$ cat config.mk
export PLATFORM = sky130hd
export DESIGN_NAME = program_loader_flat
export DESIGN_NICKNAME = d
export VERILOG_FILES = /design/src/rtl/loader_pkg.sv /design/src/rtl/program_loader_if.sv /design/src/rtl/program_loader.sv /design/src/flat_wrapper.sv
export SDC_FILE = /design/constraint.sdc
export NUM_CORES = 1
export LEC_CHECK = 0
export ABC_CLOCK_PERIOD_IN_PS = 4900
export CAP_MARGIN = 20
export CORE_MARGIN = 2
export CORE_UTILIZATION = 39
export CTS_CLUSTER_DIAMETER = 50
export DETAILED_ROUTE_END_ITERATION = 8
export SYNTH_ARGS = -nofsm -noshare
export SYNTH_HDL_FRONTEND = slang
export SYNTH_SLANG_ARGS = --single-unit
$ cat constraint.sdc
create_clock -name clk -period 4.9 [get_ports clk]
set_input_delay 0.98 -clock clk [delete_from_list [all_inputs] [get_ports clk]]
set_output_delay 0.98 -clock clk [all_outputs]
set_load 0.05 [all_outputs]
$ cat src/rtl/loader_pkg.sv
// Shared constants and state encoding for the instruction-memory program loader.
package loader_pkg;

    localparam int ADDR_W = 8;
    localparam int DATA_W = 8;

    typedef enum logic [1:0] {
        IDLE,
        HDR,
        DATA,
        DONE
    } loader_state_t;

endpackage

$ cat src/rtl/program_loader_if.sv
// Byte-stream handshake plus RAM write port between the loader and its neighbours.
// The slave side is the loader itself; the master side is the byte source / RAM.
interface program_loader_if;
    import loader_pkg::*;

    logic              byteValid;
    logic [DATA_W-1:0] byteIn;
    logic              byteReady;
    logic              wrEnable;
    logic [ADDR_W-1:0] wrAddress;
    logic [DATA_W-1:0] wrData;

    modport slave (
        input  byteValid,
        input  byteIn,
        output byteReady,
        output wrEnable,
        output wrAddress,
        output wrData
    );

    modport master (
        output byteValid,
        output byteIn,
        input  byteReady,
        input  wrEnable,
        input  wrAddress,
        input  wrData
    );

endinterface

$ cat src/rtl/program_loader.sv
// Program loader: takes a length-prefixed byte stream and writes the payload
// into the 256x8 instruction RAM, one byte per cycle, starting at either 0 or
// an explicit base address. A header of 0 means a full 256-byte image.
module program_loader
    import loader_pkg::*;
(
    input  logic              clk,
    input  logic              rst,
    input  logic              i_start,
    input  logic              i_parallelFlag,
    input  logic [ADDR_W-1:0] i_parallelAddress,
    program_loader_if.slave   bus,
    output logic              o_busy,
    output logic              o_done,
    output logic              o_overflow,
    output logic [DATA_W-1:0] o_checksum
);

    loader_state_t     r_state;
    loader_state_t     w_nextState;
    logic [ADDR_W-1:0] r_ptr;
    logic [ADDR_W:0]   r_remaining;
    logic              r_wrEnable;
    logic [ADDR_W-1:0] r_wrAddress;
    logic [DATA_W-1:0] r_wrData;
    logic              r_overflow;
    logic [DATA_W-1:0] r_checksum;
    logic              w_byteReady;
    logic              w_transfer;
    logic              w_busy;
    logic              w_done;

    assign w_transfer    = bus.byteValid & w_byteReady;

    assign bus.byteReady = w_byteReady;
    assign bus.wrEnable  = r_wrEnable;
    assign bus.wrAddress = r_wrAddress;
    assign bus.wrData    = r_wrData;
    assign o_busy        = w_busy;
    assign o_done        = w_done;
    assign o_overflow    = r_overflow;
    assign o_checksum    = r_checksum;

    // State register; reset always returns to IDLE and abandons any load.
    always_ff @(posedge clk) begin
        if (rst) begin
            r_state <= IDLE;
        end else begin
            r_state <= w_nextState;
        end
    end

    // Next-state decode plus the state-derived handshake and status outputs.
    always_comb begin
        w_nextState = r_state;
        w_byteReady = 1'b0;
        w_busy      = 1'b0;
        w_done      = 1'b0;
        case (r_state)
            IDLE: begin
                if (i_start) begin
                    w_nextState = HDR;
                end
            end
            HDR: begin
                w_byteReady = 1'b1;
                w_busy      = 1'b1;
                if (bus.byteValid) begin
                    w_nextState = DATA;
                end
            end
            DATA: begin
                w_byteReady = 1'b1;
                w_busy      = 1'b1;
                if (bus.byteValid && (r_remaining == 9'd1)) begin
                    w_nextState = DONE;
                end
            end
            DONE: begin
                w_done      = 1'b1;
                w_nextState = IDLE;
            end
            default: begin
                w_nextState = IDLE;
            end
        endcase
    end

    // Datapath: base latch, byte counter, registered RAM write port, checksum and wrap flag.
    always_ff @(posedge clk) begin
        if (rst) begin
            r_ptr       <= '0;
            r_remaining <= '0;
            r_wrEnable  <= 1'b0;
            r_wrAddress <= '0;
            r_wrData    <= '0;
            r_overflow  <= 1'b0;
            r_checksum  <= '0;
        end else begin
            r_wrEnable <= 1'b0;
            case (r_state)
                IDLE: begin
                    if (i_start) begin
                        r_ptr       <= i_parallelFlag ? i_parallelAddress : '0;
                        r_remaining <= '0;
                        r_overflow  <= 1'b0;
                        r_checksum  <= '0;
                    end
                end
                HDR: begin
                    if (w_transfer) begin
                        r_remaining <= (bus.byteIn == '0) ? 9'd256 : {1'b0, bus.byteIn};
                    end
                end
                DATA: begin
                    if (w_transfer) begin
                        r_wrEnable  <= 1'b1;
                        r_wrAddress <= r_ptr;
                        r_wrData    <= bus.byteIn;
                        r_ptr       <= r_ptr + 1'b1;
                        r_remaining <= r_remaining - 1'b1;
                        r_checksum  <= r_checksum ^ bus.byteIn;
                        if ((r_ptr == '1) && (r_remaining > 9'd1)) begin
                            r_overflow <= 1'b1;
                        end
                    end
                end
                default: begin
                end
            endcase
        end
    end

endmodule

$ cat src/flat_wrapper.sv
// flat-port wrapper written by rule: the top's interface ports become plain ports
module program_loader_flat import loader_pkg::*;
  (clk, rst, i_start, i_parallelFlag, i_parallelAddress, o_busy, o_done, o_overflow, o_checksum, bus_byteValid, bus_byteIn, bus_byteReady, bus_wrEnable, bus_wrAddress, bus_wrData);
  program_loader_if bus_i ();
  input  logic clk;
  input  logic rst;
  input  logic i_start;
  input  logic i_parallelFlag;
  input  logic [ADDR_W-1:0] i_parallelAddress;
  output logic o_busy;
  output logic o_done;
  output logic o_overflow;
  output logic [DATA_W-1:0] o_checksum;
  input wire logic [$bits(bus_i.byteValid)-1:0] bus_byteValid;
  input wire logic [$bits(bus_i.byteIn)-1:0] bus_byteIn;
  output wire logic [$bits(bus_i.byteReady)-1:0] bus_byteReady;
  output wire logic [$bits(bus_i.wrEnable)-1:0] bus_wrEnable;
  output wire logic [$bits(bus_i.wrAddress)-1:0] bus_wrAddress;
  output wire logic [$bits(bus_i.wrData)-1:0] bus_wrData;
  assign bus_i.byteValid = bus_byteValid;
  assign bus_i.byteIn = bus_byteIn;
  assign bus_byteReady = bus_i.byteReady;
  assign bus_wrEnable = bus_i.wrEnable;
  assign bus_wrAddress = bus_i.wrAddress;
  assign bus_wrData = bus_i.wrData;
  program_loader u_core (.clk(clk), .rst(rst), .i_start(i_start), .i_parallelFlag(i_parallelFlag), .i_parallelAddress(i_parallelAddress), .bus(bus_i), .o_busy(o_busy), .o_done(o_done), .o_overflow(o_overflow), .o_checksum(o_checksum));
endmodule
After elaboration in Yosys (flattened, before gate mapping)
Cells that the tools add are included.
{ "word_totals": {"elab_cells": 61, "ram_bits": 0, "ff_bits": 45, "latch_bits": 0, "memories": 0, "output_inout_bits": 29, "in_bits": 21, "romBits": 0} }
{ "op_classes": {"n_reduce_logical": 13, "bitwise_logic": 3, "n_mul": 0, "div": 0, "eq_ne": 11, "n_lt_le_gt_ge": 1, "add_sub_neg": 2, "shift": 0, "muxes": 23} }
{ "op_table": {"columns": ["cell", "count"], "rows": [
  ["2-to-1 mux 8 bit", 5],
  ["2-to-1 mux 9 bit", 4],
  ["one-hot mux 8 bit (2 select lines)", 2],
  ["one-hot mux 9 bit (3 select lines)", 1],
  ["equality test 9 x 1 -> 1 bit, second input constant", 1],
  ["greater-than comparator 9 x 1 -> 1 bit, second input constant", 1],
  ["subtractor 9 x 1 -> 9 bit, second input constant", 1],
  ["adder 8 x 1 -> 8 bit, second input constant", 1],
  ["equality test 8 bit, second input constant", 1],
  ["zero test 8 bit", 1],
  ["!= test 2 x 1 -> 1 bit, second input constant", 4],
  ["one-hot mux 2 bit (4 select lines)", 1],
  ["AND reduction 4 bit", 2],
  ["XOR 8 bit", 1],
  ["2-to-1 mux 1 bit", 6],
  ["2-to-1 mux 2 bit", 3],
  ["AND reduction 3 bit", 2],
  ["equality test 2 bit, second input constant", 2],
  ["!= test 2 bit, second input constant", 2],
  ["OR reduction 2 bit", 2],
  ["nonzero test 3 bit", 1],
  ["equality test 2 x 1 -> 1 bit, second input constant", 1],
  ["logical AND 1 bit", 2],
  ["zero test 2 bit", 1],
  ["5 further kinds", 5]
]} }

Longest topological paths before layout
Gate-level depths: netlist (run 1).
{ "depth": {"ltp_word": 6, "depth_mapped": 8, "ltp_nobuf": 6} }

Worst setup path before layout (run 1)
OpenSTA, ideal clock, no wires.
{ "synth_path": {"kind": "reg-to-output", "start": "register u_core.r_state[0]", "end": "output port o_busy", "stages_incl_launch_ff": 4, "arrival_time_ns": 1.358, "setup_slack_ns": 2.562, "path_buffers": 1, "required_ns": 3.920, "cell_sequence": "dfxtp_1 > inv_1 > ha_1 > buf_4"} }
{ "synth_via": {"elab_chain_len": 3, "elab_cells_between_ends": 4, "cone_classes": "2 x eq/ne; 1 x mux; 1 x reduce/logical"} }
{ "synth_lines": {"columns": ["element", "line_no", "source"], "rows": [
  ["start, declared", "program_loader.sv:19", "loader_state_t r_state;"],
  ["start signal, assigned", "program_loader.sv:49", "r_state <= w_nextState;"],
  ["equality test 2 x 1 -> 1 bit / equality test 2 bit (equally long branches)", null, null],
  ["OR reduction 2 bit (no source line) *", null, null],
  ["2-to-1 mux 1 bit *", null, null],
  ["end, declared", "flat_wrapper.sv:10", "output logic o_busy;"]
]} }
Mark *: on every way between the ends. The rest lies on a longest branch, timed or not.

Worst setup path in the final report (run 1)
{ "layout_path": {"start": "register u_core.r_state[0]", "end": "output port bus_byteReady"} }
{ "layout_via": {"elab_chain_len": 3, "elab_cells_between_ends": 4, "cone_classes": "2 x eq/ne; 1 x mux; 1 x reduce/logical"} }
{ "layout_lines": {"columns": ["element", "line_no", "source"], "rows": [
  ["equality test 2 x 1 -> 1 bit / equality test 2 bit (equally long branches)", "program_loader.sv:59", "case (r_state)"],
  ["OR reduction 2 bit (no source line) *", null, null],
  ["2-to-1 mux 1 bit *", "program_loader.sv:59", null],
  ["end, declared", "flat_wrapper.sv:16", "output wire logic [$bits(bus_i.byteReady)-1:0] bus_byteReady;"]
]} }
Marks and branches as above.

==> metrics.txt, run 1 <==
largest area contributor in the netlist dfxtp_1; Req. time, crit path 3920 ps; H-tree levels 2; CP Launch Point u_core.r_state[0]; 1st-iter DRT viols 138; status finished clean; crit path kind reg -> out; post-CTS setup buffer count 0; top cells by area, synth dfxtp_1, nand2_1, a21oi_1; worst reg2reg setup slack 2260 ps; Final Max Tran Viols 0; Port-buffer cells 49; # Max-Cap Violations 0; area share of the largest cell type after synthesis 40.4%; final core occ 52.1%; final wirelength 6.08 mm; TritonRoute pass-1 iters 4; post-route cell area 2870 µm²; leading cell type in the layout, fill and taps excluded clkdlybuf4s50_1; WL/cell 15.6 µm; Worst VDD drop 0.261 mV; maximum achievable frequency 330 MHz; DIE AREA 6340 µm²; Ant. Diodes 0; Avg Inst Size Synth 8.15 µm²; Clk Latency, worst-skew pair 300 ps; GP Congestion 0.800; WHS Path Cells 2; Tmin final 3030 ps; most frequent cells in the layout clkdlybuf4s50_1, dfxtp_1, nand2_1, a21oi_1, nor2_1; CTS Buf Count 5; clock root buffer master clkbuf_8; via count 2173; Crit Reg-Reg Endpoint u_core.bus.wrData[5]; hpwl dp 4.28 mm; Area Growth Syn to Fin 28.6%; grt ovf 0; crit share post-route 61.9%; Slew HR 32.3%; number of global-route vias before repair 1990; cell count of the worst reg-to-reg path 6; nets 345; core box area 5510 µm²; largest net degree at the start of global routing 32; register bit total from synthesis 45; chip height 79.7 µm; syn_nets 302; startpoint types register; CTS clk-pin slew, worst paths 90 ps; number of flops mapped to enable cells by yosys 0; CP cell instances inv_1 -> ha_1 -> clkdlybuf4s50_1; initial antenna violation count 0; CTS tree done; Hold Vio Cnt, Final 0; Vias/cell 5.57; min-delay worst type reg -> reg; Crit. End Element primary output; first-pass GRT wire length 10.1 mm; Crit path largest cell delay 850 ps; Clock Skew 5.77 ps; drt drc 0; Async S/R FF share, synth 0%; Hold Buf Count CTS 0; Worst setup endpoint bus_byteReady; dpl cell area 2760 µm²; power per cell area 569 nW/µm²; sequential share of the synthesized area 40.4%; Total Routing Usage GR 20.3%; Die X 79.7 µm; post-route setup TNS 0 ps; Final ANT Viol Nets 0; layout cells sized above 1 3.77%; endpoints failing setup 0; # fillers 538; CTS Buffer Depth 2; CTS sink cnt 45; synth unique cells 51; unrepaired setup endpoints after global routing false; Worst Max-Slew Pin Slew 1010 ps; total power 1630 µW; Initial Util 40.5%; post-CTS resize count 0; Synth Warn # 0; LEAKAGE 0.00103 µW; FF-to-FF Start u_core.r_state[0]; Crit path arrival time 2050 ps; top_reg_cell synth dfxtp_1; critical path fanouts, max 8; Syn Inst Count 274; slowest cell on the critical path clkdlybuf4s50_1; Cell Rows 27; IO Count 50; Synth Cell Area 2230 µm²
-- Yosys cell counts (5+ instances only) --
library cell and number:
nor4_1 6, inv_1 10, o21ai_0 6, o221ai_1 5
nor2_1 20, nand3_1 10, dfxtp_1 45, a21oi_1 29
clkbuf_1 7, nor3_1 8, nand2_1 44, xor2_1 9
ha_1 7
-- metal layers --
metal,vias up,routed length (µm),track usage (%)
met2,61,2690,30.4
met4,0,85,6.55
li1,1073,-,-
met3,7,352,4.98
met1,1032,2950,28.7
met5,-,0,0
-- state kept, by name (all words and copies together), names as in the netlist --
| signal | count |
|---|---|
| u_core.o_overflow | 1 |
| u_core.r_state | 2 |
| u_core.r_ptr | 8 |
| u_core.o_checksum | 8 |
| u_core.bus.wrData | 8 |
| u_core.r_remaining | 9 |
| u_core.bus.wrEnable | 1 |
| u_core.bus.wrAddress | 8 |
-- final cells by class --
cell class                      count  area [µm²]  share of cell area [%]
Tap cell                           72        90.1                    3.14
Multi-Input combinational cell    205        1230                    42.9
Sequential cell                    45         901                    31.4
Timing Repair Buffer               50         498                    17.3
Inverter                           10        37.5                    1.31
Clock buffer                        6        72.6                    2.53
Clock inverter                      2        38.8                    1.35
-- kinds of logic after synthesis --
family	Yosys count	share of synthesized area (%)
adder cells (fa/ha/maj)	7	3.92
XOR/XNOR	10	3.92
AO/OA/AOI/OAI	68	20.5
buffers and inverters	24	4.43
multiplexers	2	0.953
flip-flops	45	40.4
AND/OR/NAND/NOR	118	25.9
-- critical path: cells and delay by family (launching register included) --
kind	cells	cell delay [ps]
fa+ha+maj	1	430
buf+inv	2	950
flops	1	370
-- stage by stage --
step	cells	hold slack (ps)	worst slack [ps]
floorplan	274	440	2560
global placement	382	443	1990
detailed placement	382	446	1970
CTS	390	458	1850
global route	390	485	1740
finish	390	458	1870
-- report_power, final --
| group | switching (µW) | internal, µW |
|---|---|---|
| clock | 132 | 153 |
| combinational | 537 | 297 |
| sequential | 75.2 | 439 |
| total | 744 | 889 |
-- worst min-delay path by stage --
stage                                         end                    start
after floorplan           u_core.bus.wrAddress[4]          u_core.r_ptr[4]
after detailed placement  u_core.bus.wrAddress[0]  u_core.bus.wrAddress[0]
final                        u_core.bus.wrData[7]     u_core.bus.wrData[7]
after global routing      u_core.bus.wrAddress[0]  u_core.bus.wrAddress[0]
after global placement       u_core.bus.wrData[6]     u_core.bus.wrData[6]
after CTS                    u_core.bus.wrData[6]     u_core.bus.wrData[6]
Note: power is estimated with default switching activity, not from simulation.
==> run 2: changes to the inputs <==
Settings changed: ABC_CLOCK_PERIOD_IN_PS 4900 to 2750, PLACE_DENSITY set to 0.67.
Clock period 4.9 ns to 2.75 ns, I/O delays scaled along.
==> run 2 against run 1 <==
Non-clock buffer count is 5 higher. Cell count is 1.3% higher. Sequential power is 77% higher. First-iteration DRC count is 13% higher. Power is 74% higher. Flip-flop and latch count stayed put. Die area stayed put. Via count hardly changed. Core utilization is 0.25 points higher. Sequential share of layout area is 0.15 points lower. Clock skew hardly changed. Highest routed layer unchanged.
==> metrics.txt, run 2 (synthesis gave the netlist of run 1 again) <==
Ant. Diodes 0 (unchanged); Clk Latency, worst-skew pair 310 ps (about the same); drt drc 0 (unchanged); Port-buffer cells 49 (unchanged); post-CTS resize count 0 (unchanged); Reg with most FFs u_core.r_remaining; Tmin final 2610 ps; WL/cell 15.4 µm (-1.2%); CTS clk-pin slew, worst paths 90 ps (about the same); Final ANT Viol Nets 0 (unchanged); CTS Buf Count 5 (unchanged); Total Routing Usage GR 20.2% (-0.14 points); Die X 79.7 µm (unchanged); Req. time, crit path 2200 ps (-1720 ps); GP Congestion 0.861 (+7.7%); Cell Rows 27 (unchanged); unrepaired setup endpoints after global routing false; startpoint types register; clock root buffer master clkbuf_8; nets 350 (+1.4%); H-tree levels 2 (unchanged); metal2 WL 2.74 mm (+1.6%); top sig layer met4; status finished clean; Hold Buf Count CTS 0 (unchanged); cell count of the worst reg-to-reg path 6 (unchanged); LEAKAGE 0.00104 µW (+0.62%); Slew HR 47.1% (+15 points); min-delay worst type reg -> reg; chip height 79.7 µm (unchanged); Final Max Tran Viols 0 (unchanged); number of global-route vias before repair 2060 (+3.5%); first-pass GRT wire length 10.1 mm (about the same); Crit. End Element primary output; power per cell area 987 nW/µm² (+74%); final hold slack 455 ps (-3.48 ps); Final WS setup 143 ps (-1720 ps); max reg flops 9 (unchanged); final core occ 52.4% (+0.25 points); Worst VDD drop 0.482 mV (+85%); hpwl dp 4.28 mm (about the same); area of the multi-input gates 1230 µm² (unchanged); initial antenna violation count 0 (unchanged); Area Growth Syn to Fin 29.2%; endpoints failing setup 0 (unchanged); post-CTS setup buffer count 0 (unchanged); leading cell type in the layout, fill and taps excluded clkdlybuf4s50_1; most frequent cells in the layout clkdlybuf4s50_1, dfxtp_1, nand2_1, a21oi_1, nor2_1; maximum achievable frequency 384 MHz; Hold Vio Cnt, Final 0 (unchanged); Crit path arrival time 2060 ps (about the same); layout cells sized above 1 5.26% (+1.5 points); DIE AREA 6340 µm² (unchanged); critical path fanouts, max 8 (unchanged); # Max-Cap Violations 0 (unchanged); via count 2171 (-0.092%); TritonRoute pass-1 iters 4 (unchanged); # fillers 525 (-2.4%); IO Count 50 (unchanged); 1st-iter DRT viols 156 (+13%); post-route setup TNS 0 ps (unchanged); CTS tree done; WHS Path Cells 2 (unchanged); CTS sink cnt 45 (unchanged); WL met3 437 µm (+24%); grt ovf 0 (unchanged); core box area 5510 µm² (unchanged); crit share post-route 94.8%; register area 901 µm² (unchanged); largest net degree at the start of global routing 27 (-16%); Vias/cell 5.50 (-1.4%); crit path kind reg -> out; Initial Util 40.5% (unchanged); pre-CTS setup slack 333 ps (-1630 ps); Clock Skew 5.81 ps (+0.0464 ps); total power 2850 µW (+74%); CTS Buffer Depth 2 (unchanged); Worst Max-Slew Pin Slew 791 ps (-221 ps); Post-Route M1 WL 2.85 mm (-3.4%); final wirelength 6.08 mm (about the same)
==> run 2: cell types whose count changed in the layout (fill, tap and decap cells not counted), sizes merged <==
cell and change:
buf +5, bufinv -1, clkinv -1, clkinvlp +2
==> run 2: worst paths after layout <==
kind / start / endpoint / slack (ps)
setup / recovery: u_core.r_state[0] / o_busy / 140
hold / removal: u_core.bus.wrAddress[0] / u_core.bus.wrAddress[0] / 450
setup reg to reg: u_core.r_state[0] / u_core.r_ptr[6] / 620
hold reg to reg: u_core.bus.wrAddress[0] / u_core.bus.wrAddress[0] / 450
==> run 2: critical path, stage by stage (launching register included) <==
cell             delay [ps]
dfxtp_1                 380
inv_1                   100
ha_1                    420
clkdlybuf4s50_1         850
==> run 2: metrics by stage <==
stage	std cells	area, µm²
2_1_floorplan	274	2230
3_3_place_gp	387	2800
3_5_place_dp	387	2800
4_1_cts	395	2880
5_1_grt	395	2880
6_report	395	2880
==> run 2: area by class of cell <==
class / count / share of cell area, %
Multi-Input combinational cell: 205 / 42.7
Sequential cell: 45 / 31.2
Timing Repair Buffer: 55 / 18.6
Tap cell: 72 / 3.12
Clock buffer: 6 / 2.52
Inverter: 10 / 1.30
Clock inverter: 2 / 0.521
==> run 2: power by group <==
group          internal [µW]  switching, µW  total, µW  leakage (µW)
Clock                    179            242        422     0.0000374
Sequential               782            130        912      0.000366
Combinational            552            962       1510      0.000637
==> run 2: routing by layer <==
layer | vias up | global-route usage (%)
li1 | 1084 | -
met1 | 1008 | 28.2
met2 | 73 | 31.4
met3 | 6 | 4.75
met4 | 0 | 4.83
met5 | - | 0
==> patch 1, RTL diff (flow settings as in run 2) <==
Encoding of `loader_state_t`: now one-hot (4 bits for 4 states).
--- a/src/rtl/loader_pkg.sv
+++ b/src/rtl/loader_pkg.sv
@@ -6,7 +6,7 @@
 
-    typedef enum logic [1:0] {
-        IDLE,
-        HDR,
-        DATA,
-        DONE
+    typedef enum logic [3:0] {
+        IDLE = 4'b0001,
+        HDR  = 4'b0010,
+        DATA = 4'b0100,
+        DONE = 4'b1000
     } loader_state_t;
Formal check against the unedited RTL: same outputs for any inputs over 4 cycles, from zero or initial values and one cycle with rst high; so few cycles prove little.
==> patch 1 against run 2 <==
  * Cell area grew 4.3%
  * Critical endpoint unchanged
  * Synthesized area is 5.4% higher
  * Routed wire length fell by 1.6%
  * Final cell count increased by 2.5%
  * Sequential cell count is 2 higher
  * Sequential share of layout area barely moved
  * Worst setup slack better by 0.36 ns
  * Critical path depth up 1
Power is not compared: it rests on default switching activity, and its combinational part moved more than twofold at a synthesized area within 25%.
==> patch 1: results (changes against run 2) <==
metric	value	unit	change
outcome	finished, final reports clean		
Final #Nets	353		+0.86%
Vias/cell	5.56		+1.1%
crit path max fanout	14		+6
GRT Total Usage	0.191		-0.0106
largest net degree at the start of global routing	39		+44%
initial antenna violation count	0		unchanged
synth top area cells	dfxtp_1, a21oi_1, nand2_1		
max_slew headroom	0.473		+0.00212
Clock Skews	0.00771	ns	+0.00189 ns
global-route wire length before repair	9.95	mm	-1.4%
wire length on met2	2.80	mm	+2.4%
synth cell count leaders	dfxtp_1, nand2_1, a21oi_1, nor2_1, nor4_1		
crit path DAT	1.70	ns	-0.36 ns
drt first-iter violations	106		-32%
met3 WL	320	um	-27%
Fill cells	586		+12%
post-place setup slack	0.338	ns	+0.00542 ns
CTS buffer count	5		unchanged
library cells used by synthesis	50		-2.0%
Final GP Congestion	0.843		-2.1%
share of cells above drive strength 1	0.0909		+0.0383
placed wire-length estimate	4.22	mm	-1.2%
VDD IR max	220	uV	
vias in the first global route	2120		+2.9%
Synth Net Count	314		+4.0%
patch 1: changes by cell type in the layout (fill, tap and decap cells not counted), moves of 4 or more:
cell	delta
nand3_1	-7
ha_1	-4
a211oi_1	+6
nor4_1	+4
o221ai_1	-5
o211ai_1	+8
a21oi_1	+7
nor3_1	-4
inv_1	-4
patch 1: cell families after synthesis:
kind of cell	synth area share
adders and majority gates	0.0160
buffers and inverters	0.0622
DFF	0.400
xor gates and xnor gates	0.0298
AOI/OAI and AO/OA	0.245
and+or+nand+nor	0.247
patch 1: final timing paths:
| kind | startpoint | to | slack (ns) | cells after the start |
|---|---|---|---|---|
| setup / recovery | u_core.r_state[0] | o_busy | 0.50 | 4 |
| hold / removal | u_core.bus.wrAddress[4] | u_core.bus.wrAddress[4] | 0.46 | 2 |
| setup reg to reg | u_core.r_state[2] | u_core.r_ptr[2] | 0.80 | 4 |
| hold reg to reg | u_core.bus.wrAddress[4] | u_core.bus.wrAddress[4] | 0.46 | 2 |
patch 1: final cells by class:
class                           instances  area, um^2  area share
Multi-Input combinational cell        213        1280       0.425
Sequential cell                        47         941       0.313
Timing Repair Buffer                   56         561       0.186
Tap cell                               75        93.8      0.0312
Clock buffer                            5        68.8      0.0229
Clock inverter                          3        43.8      0.0146
Inverter                                6        22.5     0.00749
patch 1: critical path: stages, from the launching register on:
cell and delay, ns:
dfxtp_1 0.60, nor4b_2 0.09, buf_4 0.19, or2_2 0.35, buf_12 0.17
patch 1: power groups by stage:
stage / combinational [uW] / clock [uW] / sequential, uW
6_report: 251 / 515 / 737
5_1_grt: 277 / 554 / 743
4_1_cts: 251 / 523 / 737
3_5_place_dp: 250 / 0 / 752
3_3_place_gp: 248 / 0 / 752
2_1_floorplan: 140 / 0 / 767
patch 1: per-layer routing:
metal | global-route usage | vias to the layer above
li1 | - | 1126
met1 | 0.239 | 1056
met2 | 0.330 | 60
met3 | 0.0407 | 9
met4 | 0.0567 | 0
met5 | 0 | -
patch 1: stage by stage:
stage               instance area, um^2  cells  power, uW  utilization
finish                             3010    405       1500        0.511
global route                       3010    405       1570        0.511
CTS                                3010    405       1510        0.511
detailed placement                 2900    397       1000        0.492
global placement                   2900    397       1000        0.492
floorplan                          2350    290        907            -
==> patch 2, RTL diff (config.mk and constraints of run 2) <==
Made on the original files. Put one more register stage on the output `o_overflow`. The value now appears one clock later. The other outputs are not delayed to match.
--- a/src/rtl/program_loader.sv
+++ b/src/rtl/program_loader.sv
@@ -40,3 +40,5 @@
     assign o_done        = w_done;
-    assign o_overflow    = r_overflow;
+    always_ff @(posedge clk) begin
+        o_overflow <= r_overflow;
+    end
     assign o_checksum    = r_checksum;
Function: changed (a bounded check fails within 4 cycles, from zero or initial values and one cycle with rst high).
==> patch 2 against run 2 <==
  * Total power fell by 6.7%
  * Fmax rose by 1.8%
  * Synthesized area rose by 2.2%
  * Routed wire length fell by 4.4%
  * Global-route usage fell by 1.4 points
  * Sequential power fell by 3.1%
  * Via count barely moved
  * Critical path depth did not move
  * Cell area rose by 2.6%
  * Worst setup slack improved by 0.046 ns
  * Worst hold slack got worse by 0.098 ns
  * Non-clock buffer count rose by 2
  * Sequential cell count rose by 1
  * Utilization rose by 0.71 points
  * Critical endpoint unchanged
  * Highest routed layer unchanged
==> patch 2: results (changes against run 2) <==
metric	value	unit	change
outcome	finished, final reports clean		
Least-Margin Pin Slew	0.604	ns	-0.187 ns
library cells used by synthesis	52		+2.0%
VDD IR max	687	uV	+42%
drt first-iter violations	98		-37%
total number of vias	2169		-0.092%
wire length on met2	2.68	mm	-2.1%
Pleak	0.00107	uW	+3.3%
Vias/cell	5.30		-3.5%
placed cell area	2850	um^2	+1.9%
largest net degree at the start of global routing	34		+26%
crit path max fanout	7		-1
DP Cell Count	401		+3.6%
Synth Net Count	314		+4.0%
wl on met1	2.75	mm	-3.4%
share of cells above drive strength 1	0.0623		+0.00968
Fill cells	544		+3.6%
GRT Total Usage	0.188		-0.0143
Final #Nets	364		+4.0%
Clock Skews	0.00573	ns	-0.0000845 ns
global-route wire length before repair	9.52	mm	-5.6%
top_reg_cell synth	dfxtp_1		
vias in the first global route	2003		-2.8%
synth top area cells	dfxtp_1, nand2_1, a21oi_1		
met3 WL	329	um	-25%
Seq/Total Area, Yosys	0.404		about the same
Worst-Skew Late Latency	0.29	ns	-0.02 ns
crit path DAT	2.01	ns	-0.05 ns
final wirelength	5.81	mm	-4.4%
CP Launch Type	register		
post-place setup slack	0.397	ns	+0.0647 ns
placed wire-length estimate	4.25	mm	-0.62%
Worst Hold Launch	u_core.r_overflow		
synth cell count leaders	nand2_1, dfxtp_1, a21oi_1, nor2_1, nand3_1		
==> patch 2: changes by cell type after synthesis, sizes merged, moves of 3 or more <==
cell,change
nand2,+18
nand3,+5
a21oi,-4
nor2,-4
o211ai,+4
o21ai,+4
o221ai,-4
a221o,-3
a41oi,+3
nand4,-3
nor3b,-3
==> patch 2: worst max-delay path, delay by kind of cell, from the launching register on <==
family,cells,cell delay (ns)
flops,1,0.39
fa+ha+maj,1,0.40
buf+inv,2,0.92
==> patch 2: metrics by stage <==
stage / total power (uW) / hold slack [ns] / util
after floorplan: 1820 / 0.332 / -
after global placement: 2150 / 0.342 / 0.511
after detailed placement: 2160 / 0.344 / 0.511
after CTS: 2670 / 0.359 / 0.531
after global routing: 2840 / 0.367 / 0.531
final: 2660 / 0.356 / 0.531
==> patch 2: report_power, final <==
part           total [uW]  internal [uW]  switching (uW)
clock network         499            271             228
logic                1270            464             810
registers             884            774             110
==> patch 2: final cells by class <==
type / count / area share
tap: 72 / 0.0304
sequential: 46 / 0.311
inverter: 12 / 0.0152
clock buffer: 6 / 0.0245
clock inverter: 2 / 0.0127
timing repair buffer: 57 / 0.186
multi-input combinational: 214 / 0.420
==> patch 2: worst paths after layout <==
path                            end  slack (ns)  depth (start not counted)
setup reg to reg  u_core.r_overflow        0.63                          6
setup / recovery             o_busy        0.19                          3
hold / removal    u_core.o_overflow        0.36                          0
hold reg to reg   u_core.o_overflow        0.36                          0
==> patch 2: cells by family (layout without fill, tap and decap cells) <==
family | count (synthesis) | after routing | share of synthesized area
buf+inv | 26 | 77 | 0.0521
flops | 46 | 46 | 0.404
fa+ha+maj | 7 | 7 | 0.0384
mux | 2 | 2 | 0.00932
simple gates | 129 | 129 | 0.267
xor+xnor | 11 | 11 | 0.0422
compound gates | 65 | 65 | 0.188
==> patch 2: per-layer routing <==
metal / GRT usage / vias to the layer above
met5: 0 / -
met4: 0.0542 / 0
met3: 0.0404 / 7
met2: 0.288 / 70
met1: 0.263 / 992
li1: - / 1100
